<file path="config.mk">
export PLATFORM = sky130hd
export DESIGN_NAME = ex_mem_stage_flat
export DESIGN_NICKNAME = d
export VERILOG_FILES = /design/src/rtl/ex_mem_stage_if.sv /design/src/rtl/ex_mem_stage.sv /design/src/flat_wrapper.sv
export SDC_FILE = /design/constraint.sdc
export NUM_CORES = 1
export LEC_CHECK = 0
export ABC_AREA = 0
export CAP_MARGIN = 20
export CORE_ASPECT_RATIO = 0.5
export CORE_MARGIN = 2
export CORE_UTILIZATION = 45
export CTS_CLUSTER_DIAMETER = 120
export DETAILED_ROUTE_END_ITERATION = 16
export PLACE_DENSITY = 0.8
export SLEW_MARGIN = 10
export SYNTH_ARGS = -nofsm -noshare
export SYNTH_HDL_FRONTEND = slang
export SYNTH_SLANG_ARGS = --single-unit
</file>
<file path="constraint.sdc">
create_clock -name clk -period 5.8 [get_ports clk]
set_input_delay 1.16 -clock clk [delete_from_list [all_inputs] [get_ports clk]]
set_output_delay 1.16 -clock clk [all_outputs]
set_load 0.1 [all_outputs]
</file>
<file path="src/rtl/ex_mem_stage_if.sv">
// Data-memory bus between the EX/MEM stage (master) and a multi-cycle
// memory (slave). The request is level-held until a one-cycle done pulse.
interface ex_mem_stage_if;
    logic        memReq;
    logic        memWr;
    logic [15:0] memAddr;
    logic [15:0] memWData;
    logic [15:0] memRData;
    logic        memDone;

    modport master (
        output memReq, memWr, memAddr, memWData,
        input  memRData, memDone
    );

    modport slave (
        input  memReq, memWr, memAddr, memWData,
        output memRData, memDone
    );
endinterface

</file>
<file path="src/rtl/ex_mem_stage.sv">
// EX/MEM pipeline stage: captures execute results into the M slot, runs a
// stall-based request/done handshake to a multi-cycle data memory, feeds the
// M-slot forwarding values back to execute and drives the MEM/WB register.
// Misaligned or timed-out accesses set a sticky error and complete as no-ops.
module ex_mem_stage #(
    parameter int MEM_TIMEOUT = 255
) (
    input  logic        clk,
    input  logic        rst_n,

    input  logic        exValid_i,
    input  logic        exRegWrite_i,
    input  logic        exMemRead_i,
    input  logic        exMemWrite_i,
    input  logic        exHalt_i,
    input  logic [2:0]  exWriteReg_i,
    input  logic [1:0]  exWbSel_i,
    input  logic [15:0] aluFinal_i,
    input  logic [15:0] addPC_i,
    input  logic [15:0] imm8_i,
    input  logic [15:0] wrtDataXout_i,

    ex_mem_stage_if.master mem,

    output logic        stall_o,

    output logic [15:0] m2xALUData_o,
    output logic [15:0] m2xImm8Data_o,
    output logic [15:0] m2xAddPCData_o,
    output logic [15:0] m2xMemData_o,

    output logic        mValid_o,
    output logic        mRegWrite_o,
    output logic [2:0]  mWriteReg_o,
    output logic [1:0]  mWbSel_o,

    output logic        wbValid_o,
    output logic        wbRegWrite_o,
    output logic [2:0]  wbWriteReg_o,
    output logic [15:0] wbData_o,

    output logic        err_o,
    output logic        halted_o
);

    // Writeback source encoding, shared with the forwarding select.
    localparam logic [1:0] WB_ADDPC = 2'b00;
    localparam logic [1:0] WB_MEM   = 2'b01;
    localparam logic [1:0] WB_ALU   = 2'b10;
    localparam logic [1:0] WB_IMM8  = 2'b11;

    // Counter value seen during the last permitted request cycle.
    localparam logic [7:0] TO_LAST = 8'(MEM_TIMEOUT - 1);

    // M slot
    logic        mValid_q,    mValid_d;
    logic        mRegWrite_q, mRegWrite_d;
    logic        mMemRead_q,  mMemRead_d;
    logic        mMemWrite_q, mMemWrite_d;
    logic        mHalt_q,     mHalt_d;
    logic [2:0]  mWriteReg_q, mWriteReg_d;
    logic [1:0]  mWbSel_q,    mWbSel_d;
    logic [15:0] mAlu_q,      mAlu_d;
    logic [15:0] mAddPC_q,    mAddPC_d;
    logic [15:0] mImm8_q,     mImm8_d;
    logic [15:0] mWrtData_q,  mWrtData_d;
    logic [15:0] mMemData_q,  mMemData_d;
    logic        doneQ_q,     doneQ_d;
    logic [7:0]  cnt_q,       cnt_d;

    // WB slot and sticky status
    logic        wbValid_q,    wbValid_d;
    logic        wbRegWrite_q, wbRegWrite_d;
    logic        wbHalt_q,     wbHalt_d;
    logic [2:0]  wbWriteReg_q, wbWriteReg_d;
    logic [15:0] wbData_q,     wbData_d;
    logic        err_q,        err_d;
    logic        halted_q,     halted_d;

    logic        memOp;
    logic        misaligned;
    logic        memReq;
    logic        stall;
    logic        doneHit;
    logic        timeoutHit;
    logic        noopDone;
    logic [15:0] wbSelData;

    assign memOp      = mValid_q & (mMemRead_q | mMemWrite_q);
    assign misaligned = memOp & mAlu_q[0];
    assign memReq     = memOp & ~doneQ_q & ~misaligned & ~err_q;
    assign stall      = memOp & ~doneQ_q;

    // Completion events while the access is outstanding. A memory op that
    // cannot request (misaligned, or any op once err is set) finishes as a
    // no-op after one stall cycle so the pipe never locks up.
    assign doneHit    = memReq & mem.memDone;
    assign timeoutHit = memReq & ~mem.memDone & (cnt_q == TO_LAST);
    assign noopDone   = stall & ~memReq;

    assign mem.memReq   = memReq;
    assign mem.memWr    = mMemWrite_q;
    assign mem.memAddr  = mAlu_q;
    assign mem.memWData = mWrtData_q;

    assign stall_o        = stall;
    assign m2xALUData_o   = mAlu_q;
    assign m2xImm8Data_o  = mImm8_q;
    assign m2xAddPCData_o = mAddPC_q;
    assign m2xMemData_o   = mMemData_q;
    assign mValid_o       = mValid_q;
    assign mRegWrite_o    = mRegWrite_q;
    assign mWriteReg_o    = mWriteReg_q;
    assign mWbSel_o       = mWbSel_q;
    assign wbValid_o      = wbValid_q;
    assign wbRegWrite_o   = wbRegWrite_q;
    assign wbWriteReg_o   = wbWriteReg_q;
    assign wbData_o       = wbData_q;
    assign err_o          = err_q;
    assign halted_o       = halted_q;

    // Writeback data mux driven from the M slot.
    always_comb begin
        wbSelData = mAlu_q;
        case (mWbSel_q)
            WB_ADDPC: wbSelData = mAddPC_q;
            WB_MEM:   wbSelData = mMemData_q;
            WB_ALU:   wbSelData = mAlu_q;
            WB_IMM8:  wbSelData = mImm8_q;
            default:  wbSelData = mAlu_q;
        endcase
    end

    // Next-state: advance both slots when not stalled, otherwise hold M,
    // bubble WB and track the outstanding access.
    always_comb begin
        mValid_d     = mValid_q;
        mRegWrite_d  = mRegWrite_q;
        mMemRead_d   = mMemRead_q;
        mMemWrite_d  = mMemWrite_q;
        mHalt_d      = mHalt_q;
        mWriteReg_d  = mWriteReg_q;
        mWbSel_d     = mWbSel_q;
        mAlu_d       = mAlu_q;
        mAddPC_d     = mAddPC_q;
        mImm8_d      = mImm8_q;
        mWrtData_d   = mWrtData_q;
        mMemData_d   = mMemData_q;
        doneQ_d      = doneQ_q;
        cnt_d        = cnt_q;
        wbValid_d    = wbValid_q;
        wbRegWrite_d = wbRegWrite_q;
        wbHalt_d     = wbHalt_q;
        wbWriteReg_d = wbWriteReg_q;
        wbData_d     = wbData_q;
        err_d        = err_q;
        halted_d     = halted_q;

        if (stall) begin
            wbValid_d = 1'b0;
            if (memReq) begin
                cnt_d = cnt_q + 8'd1;
            end
            if (doneHit) begin
                doneQ_d = 1'b1;
                if (mMemRead_q) begin
                    mMemData_d = mem.memRData;
                end
            end else if (timeoutHit) begin
                doneQ_d    = 1'b1;
                err_d      = 1'b1;
                mMemData_d = 16'hFFFF;
            end else if (noopDone) begin
                doneQ_d    = 1'b1;
                mMemData_d = 16'h0000;
                if (misaligned) begin
                    err_d = 1'b1;
                end
            end
        end else begin
            mValid_d     = exValid_i;
            mRegWrite_d  = exRegWrite_i;
            mMemRead_d   = exMemRead_i;
            mMemWrite_d  = exMemWrite_i;
            mHalt_d      = exHalt_i;
            mWriteReg_d  = exWriteReg_i;
            mWbSel_d     = exWbSel_i;
            mAlu_d       = aluFinal_i;
            mAddPC_d     = addPC_i;
            mImm8_d      = imm8_i;
            mWrtData_d   = wrtDataXout_i;
            doneQ_d      = 1'b0;
            cnt_d        = 8'd0;

            wbValid_d    = mValid_q;
            // Stores never write the register file.
            wbRegWrite_d = mRegWrite_q & ~mMemWrite_q;
            wbHalt_d     = mHalt_q;
            wbWriteReg_d = mWriteReg_q;
            wbData_d     = wbSelData;
        end

        if (wbValid_q & wbHalt_q) begin
            halted_d = 1'b1;
        end
    end

    // State registers with asynchronous active-low reset.
    always_ff @(posedge clk or negedge rst_n) begin
        if (!rst_n) begin
            mValid_q     <= 1'b0;
            mRegWrite_q  <= 1'b0;
            mMemRead_q   <= 1'b0;
            mMemWrite_q  <= 1'b0;
            mHalt_q      <= 1'b0;
            mWriteReg_q  <= 3'd0;
            mWbSel_q     <= 2'd0;
            mAlu_q       <= 16'h0000;
            mAddPC_q     <= 16'h0000;
            mImm8_q      <= 16'h0000;
            mWrtData_q   <= 16'h0000;
            mMemData_q   <= 16'h0000;
            doneQ_q      <= 1'b0;
            cnt_q        <= 8'd0;
            wbValid_q    <= 1'b0;
            wbRegWrite_q <= 1'b0;
            wbHalt_q     <= 1'b0;
            wbWriteReg_q <= 3'd0;
            wbData_q     <= 16'h0000;
            err_q        <= 1'b0;
            halted_q     <= 1'b0;
        end else begin
            mValid_q     <= mValid_d;
            mRegWrite_q  <= mRegWrite_d;
            mMemRead_q   <= mMemRead_d;
            mMemWrite_q  <= mMemWrite_d;
            mHalt_q      <= mHalt_d;
            mWriteReg_q  <= mWriteReg_d;
            mWbSel_q     <= mWbSel_d;
            mAlu_q       <= mAlu_d;
            mAddPC_q     <= mAddPC_d;
            mImm8_q      <= mImm8_d;
            mWrtData_q   <= mWrtData_d;
            mMemData_q   <= mMemData_d;
            doneQ_q      <= doneQ_d;
            cnt_q        <= cnt_d;
            wbValid_q    <= wbValid_d;
            wbRegWrite_q <= wbRegWrite_d;
            wbHalt_q     <= wbHalt_d;
            wbWriteReg_q <= wbWriteReg_d;
            wbData_q     <= wbData_d;
            err_q        <= err_d;
            halted_q     <= halted_d;
        end
    end

endmodule

</file>
<file path="src/flat_wrapper.sv">
// flat-port wrapper written by rule: the top's interface ports become plain ports
module ex_mem_stage_flat 
#(
    parameter int MEM_TIMEOUT = 255
)
  (clk, rst_n, exValid_i, exRegWrite_i, exMemRead_i, exMemWrite_i, exHalt_i, exWriteReg_i, exWbSel_i, aluFinal_i, addPC_i, imm8_i, wrtDataXout_i, stall_o, m2xALUData_o, m2xImm8Data_o, m2xAddPCData_o, m2xMemData_o, mValid_o, mRegWrite_o, mWriteReg_o, mWbSel_o, wbValid_o, wbRegWrite_o, wbWriteReg_o, wbData_o, err_o, halted_o, mem_memReq, mem_memWr, mem_memAddr, mem_memWData, mem_memRData, mem_memDone);
  ex_mem_stage_if mem_i ();
  input  logic clk;
  input  logic rst_n;
  input  logic exValid_i;
  input  logic exRegWrite_i;
  input  logic exMemRead_i;
  input  logic exMemWrite_i;
  input  logic exHalt_i;
  input  logic [2:0] exWriteReg_i;
  input  logic [1:0] exWbSel_i;
  input  logic [15:0] aluFinal_i;
  input  logic [15:0] addPC_i;
  input  logic [15:0] imm8_i;
  input  logic [15:0] wrtDataXout_i;
  output logic stall_o;
  output logic [15:0] m2xALUData_o;
  output logic [15:0] m2xImm8Data_o;
  output logic [15:0] m2xAddPCData_o;
  output logic [15:0] m2xMemData_o;
  output logic mValid_o;
  output logic mRegWrite_o;
  output logic [2:0] mWriteReg_o;
  output logic [1:0] mWbSel_o;
  output logic wbValid_o;
  output logic wbRegWrite_o;
  output logic [2:0] wbWriteReg_o;
  output logic [15:0] wbData_o;
  output logic err_o;
  output logic halted_o;
  output wire logic [$bits(mem_i.memReq)-1:0] mem_memReq;
  output wire logic [$bits(mem_i.memWr)-1:0] mem_memWr;
  output wire logic [$bits(mem_i.memAddr)-1:0] mem_memAddr;
  output wire logic [$bits(mem_i.memWData)-1:0] mem_memWData;
  input wire logic [$bits(mem_i.memRData)-1:0] mem_memRData;
  input wire logic [$bits(mem_i.memDone)-1:0] mem_memDone;
  assign mem_memReq = mem_i.memReq;
  assign mem_memWr = mem_i.memWr;
  assign mem_memAddr = mem_i.memAddr;
  assign mem_memWData = mem_i.memWData;
  assign mem_i.memRData = mem_memRData;
  assign mem_i.memDone = mem_memDone;
  ex_mem_stage #(.MEM_TIMEOUT(MEM_TIMEOUT)) u_core (.clk(clk), .rst_n(rst_n), .exValid_i(exValid_i), .exRegWrite_i(exRegWrite_i), .exMemRead_i(exMemRead_i), .exMemWrite_i(exMemWrite_i), .exHalt_i(exHalt_i), .exWriteReg_i(exWriteReg_i), .exWbSel_i(exWbSel_i), .aluFinal_i(aluFinal_i), .addPC_i(addPC_i), .imm8_i(imm8_i), .wrtDataXout_i(wrtDataXout_i), .mem(mem_i), .stall_o(stall_o), .m2xALUData_o(m2xALUData_o), .m2xImm8Data_o(m2xImm8Data_o), .m2xAddPCData_o(m2xAddPCData_o), .m2xMemData_o(m2xMemData_o), .mValid_o(mValid_o), .mRegWrite_o(mRegWrite_o), .mWriteReg_o(mWriteReg_o), .mWbSel_o(mWbSel_o), .wbValid_o(wbValid_o), .wbRegWrite_o(wbRegWrite_o), .wbWriteReg_o(wbWriteReg_o), .wbData_o(wbData_o), .err_o(err_o), .halted_o(halted_o));
endmodule
</file>
==> flow_summary_export.csv <==
group,metric,value,unit
cts,cts_htree_levels,4,
critical_path,crit_path_end_kind,"primary output",
outcome,outcome,"finished clean",
route,ant_nets,0,
placement,dp_worst_setup_slack,2.003,ns
synthesis,netlist_area,0.005441,mm²
final_layout,layout.nets,852,
final_layout,final_util,0.6998,
die,core-area,0.01181,mm²
global_route,grt_pass1_wl,24.38,mm
timing,skew,0.008649,ns
synthesis,synthCells,557,
cts,post-cts-setup-buffer-count,0,
critical_path,cp.required,4.64,ns
cts,clock_latency,0.40,ns
synthesis,synth_nets,652,
final_layout,final_cell_mix,"276 x nand2_1, 220 x clkdlybuf4s50_1, 123 x dfrtp_1",
cts,clk_pin_slew,0.05,ns
cts,cts_buffer_depth,2,
global_route,grt_max_degree,106,
final_layout,syn_to_final_growth,51.83,%
final_layout,final_common_cell,"nand2_1",
die,rows,28,
die,fp.dieW,159.5,µm
final_layout,drive_above_1_share,0.09518,
critical_path,cp_max_fo,17,
placement,io_buffers,221,
cts,cts_hold_buf,0,
route,post_drt_wl_per_cell,17.34,µm
synthesis,seq_area_frac_synth,0.5656,
die,dieArea,0.01304,mm²
timing,setup_slack,1.618,ns
die,io_pins,222,
die,die_h,81.76,µm
timing,hold_viol,0,
global_route,grt.total_usage,0.2434,
critical_path,reg2reg_setup_slack,3.14,ns
placement,gp_congestion,0.8557,
min_path,hp-class,"reg2reg",
route,vias,4597,
job,max_cap_viol_count,0,
timing,slew_viol_final,0,
die,start_util,0.4609,
timing,period_minus_slack,4.182,ns
synthesis,ys_ff_latch,123,
route,drc,0,
global_route,grt_overflow,0,
timing,finalSetupViolCount,0,
cts,cts_tree,"built",
global_route,grt_pass1_vias,4569,
timing,maxSlewHeadroom,0.3059,
route,vias_per_cell,4.932,
critical_path,worst_ep_arrival_time,3.02,ns
route,first_pass_iters,4,
final_layout,n_fill_cell,864,
route,drt_iter0_drc,344,
route,wl,16.16,mm
timing,final.setup.tns,0,ns
global_route,antenna_found_initial,0,
timing,whs,0.4544,ns
timing,tightest_slew,1.038,ns
cts,cts-resized-gates,0,
critical_path,critPathKind,"reg2out",
timing,fmax,0.2391,GHz
synthesis,syn_area_per_cell,9.769,µm²
placement,dp_hpwl,10.87,mm
synthesis,synth_cell_types,33,
cts,cts_buffers,17,
cts,cts_sinks,123,
synthesis,ys_warn_count,0,
timing,rsz0062_at_grt,"false",
timing,timing.final.crit_share,0.7211,
critical_path,crit_path_start_kind,"register",
cts,cts_root_buf,"clkbuf_16",
final_layout,n_antenna_cell,0,
## cell usage after synthesis
master	instances	area [µm²]
mux4_2	16	360.4
ha_1	2	25.02
mux2_4	10	150.1
and2_1	1	6.260
and3_1	2	12.51
mux2_2	9	101.4
nand2_1	276	1036
nand3b_1	1	7.510
o2111ai_1	1	8.760
o22ai_1	16	100.1
nand4_1	4	25.02
dfrtp_1	123	3078
xor2_1	5	43.79
or4b_1	1	10.01
buf_2	1	5.000
nand2b_1	2	12.51
nor2_1	9	33.78
inv_1	19	71.32
buf_12	1	20.02
xnor2_1	2	17.52
clkbuf_1	24	90.09
a21o_1	2	15.01
o21ai_1	1	5.000
nor2b_1	1	6.260
a21oi_1	1	5.000
buf_6	2	22.52
buf_1	4	15.01
buf_4	16	120.1
nor4b_1	1	8.760
a211oi_1	1	7.510
o211ai_1	1	7.510
nor3_1	1	5.000
a31o_1	1	8.760
## worst max-delay path, cell delays in order (launching register included)
cell and delay [ns]:
dfrtp_1 0.44, nor2_1 0.56, o211ai_1 0.17, buf_4 0.25, inv_1 0.08, clkdlybuf4s50_1 1.12
## worst paths after layout
check | from | endpoint | cells past startpoint
max in group asynchronous | rst_n | u_core.m2xAddPCData_o[8] | 2
worst max register to register | u_core.cnt_q[0] | u_core.m2xMemData_o[2] | 5
min in group asynchronous | rst_n | u_core.wbData_o[10] | 1
worst min-delay path | u_core.halted_o | u_core.halted_o | 1
worst min register to register | u_core.halted_o | u_core.halted_o | 1
worst max-delay path | u_core.m2xALUData_o[0] | mem_memReq | 5
## registers in the layout, summed over array words and instances, names as in the netlist, 2 cells and up
register               flops
u_core.m2xAddPCData_o     16
u_core.mWbSel_o            2
u_core.wbData_o           16
u_core.mWriteReg_o         3
u_core.m2xALUData_o       16
u_core.wbWriteReg_o        3
u_core.mem.memWData       16
u_core.cnt_q               8
u_core.m2xImm8Data_o      16
u_core.m2xMemData_o       16
## routing by layer
metal  up-vias  global-route usage  wire length [µm]
li1       2159                   -                 -
met4         0             0.07364               254
met3        19             0.04798               729
met1      2267              0.3140              7014
met5         -                   0                 0
met2       152              0.4264              8165
## logic make-up (layout without fill, tap and decap cells)
group           Yosys count  count (layout)  synth area share
flops                   123             123            0.5656
compound gates           24              24           0.02897
simple gates            299             299            0.2138
fa+ha+maj                 2               2          0.004598
buf+inv                  67             277           0.06323
xor+xnor                  7               7           0.01127
mux                      35              35            0.1124
## per-stage QoR
step / cells / instance area [µm²]
floorplan: 557 / 5441
global placement: 900 / 7634
detailed placement: 900 / 7634
CTS: 929 / 8214
global route: 932 / 8262
finish: 932 / 8262
## layout make-up
cell class / count / area [µm²] / share of cell area
timing repair buffer: 229 / 2295 / 0.2778
multi-input combinational: 367 / 2031 / 0.2458
tap: 165 / 206.4 / 0.02499
clock buffer: 21 / 460.4 / 0.05573
sequential: 123 / 3078 / 0.3726
inverter: 19 / 71.32 / 0.008632
clock inverter: 8 / 120.1 / 0.01454
Power is not shown: default switching activity piles up to over one toggle a cycle in this logic, so the estimate is an artifact.
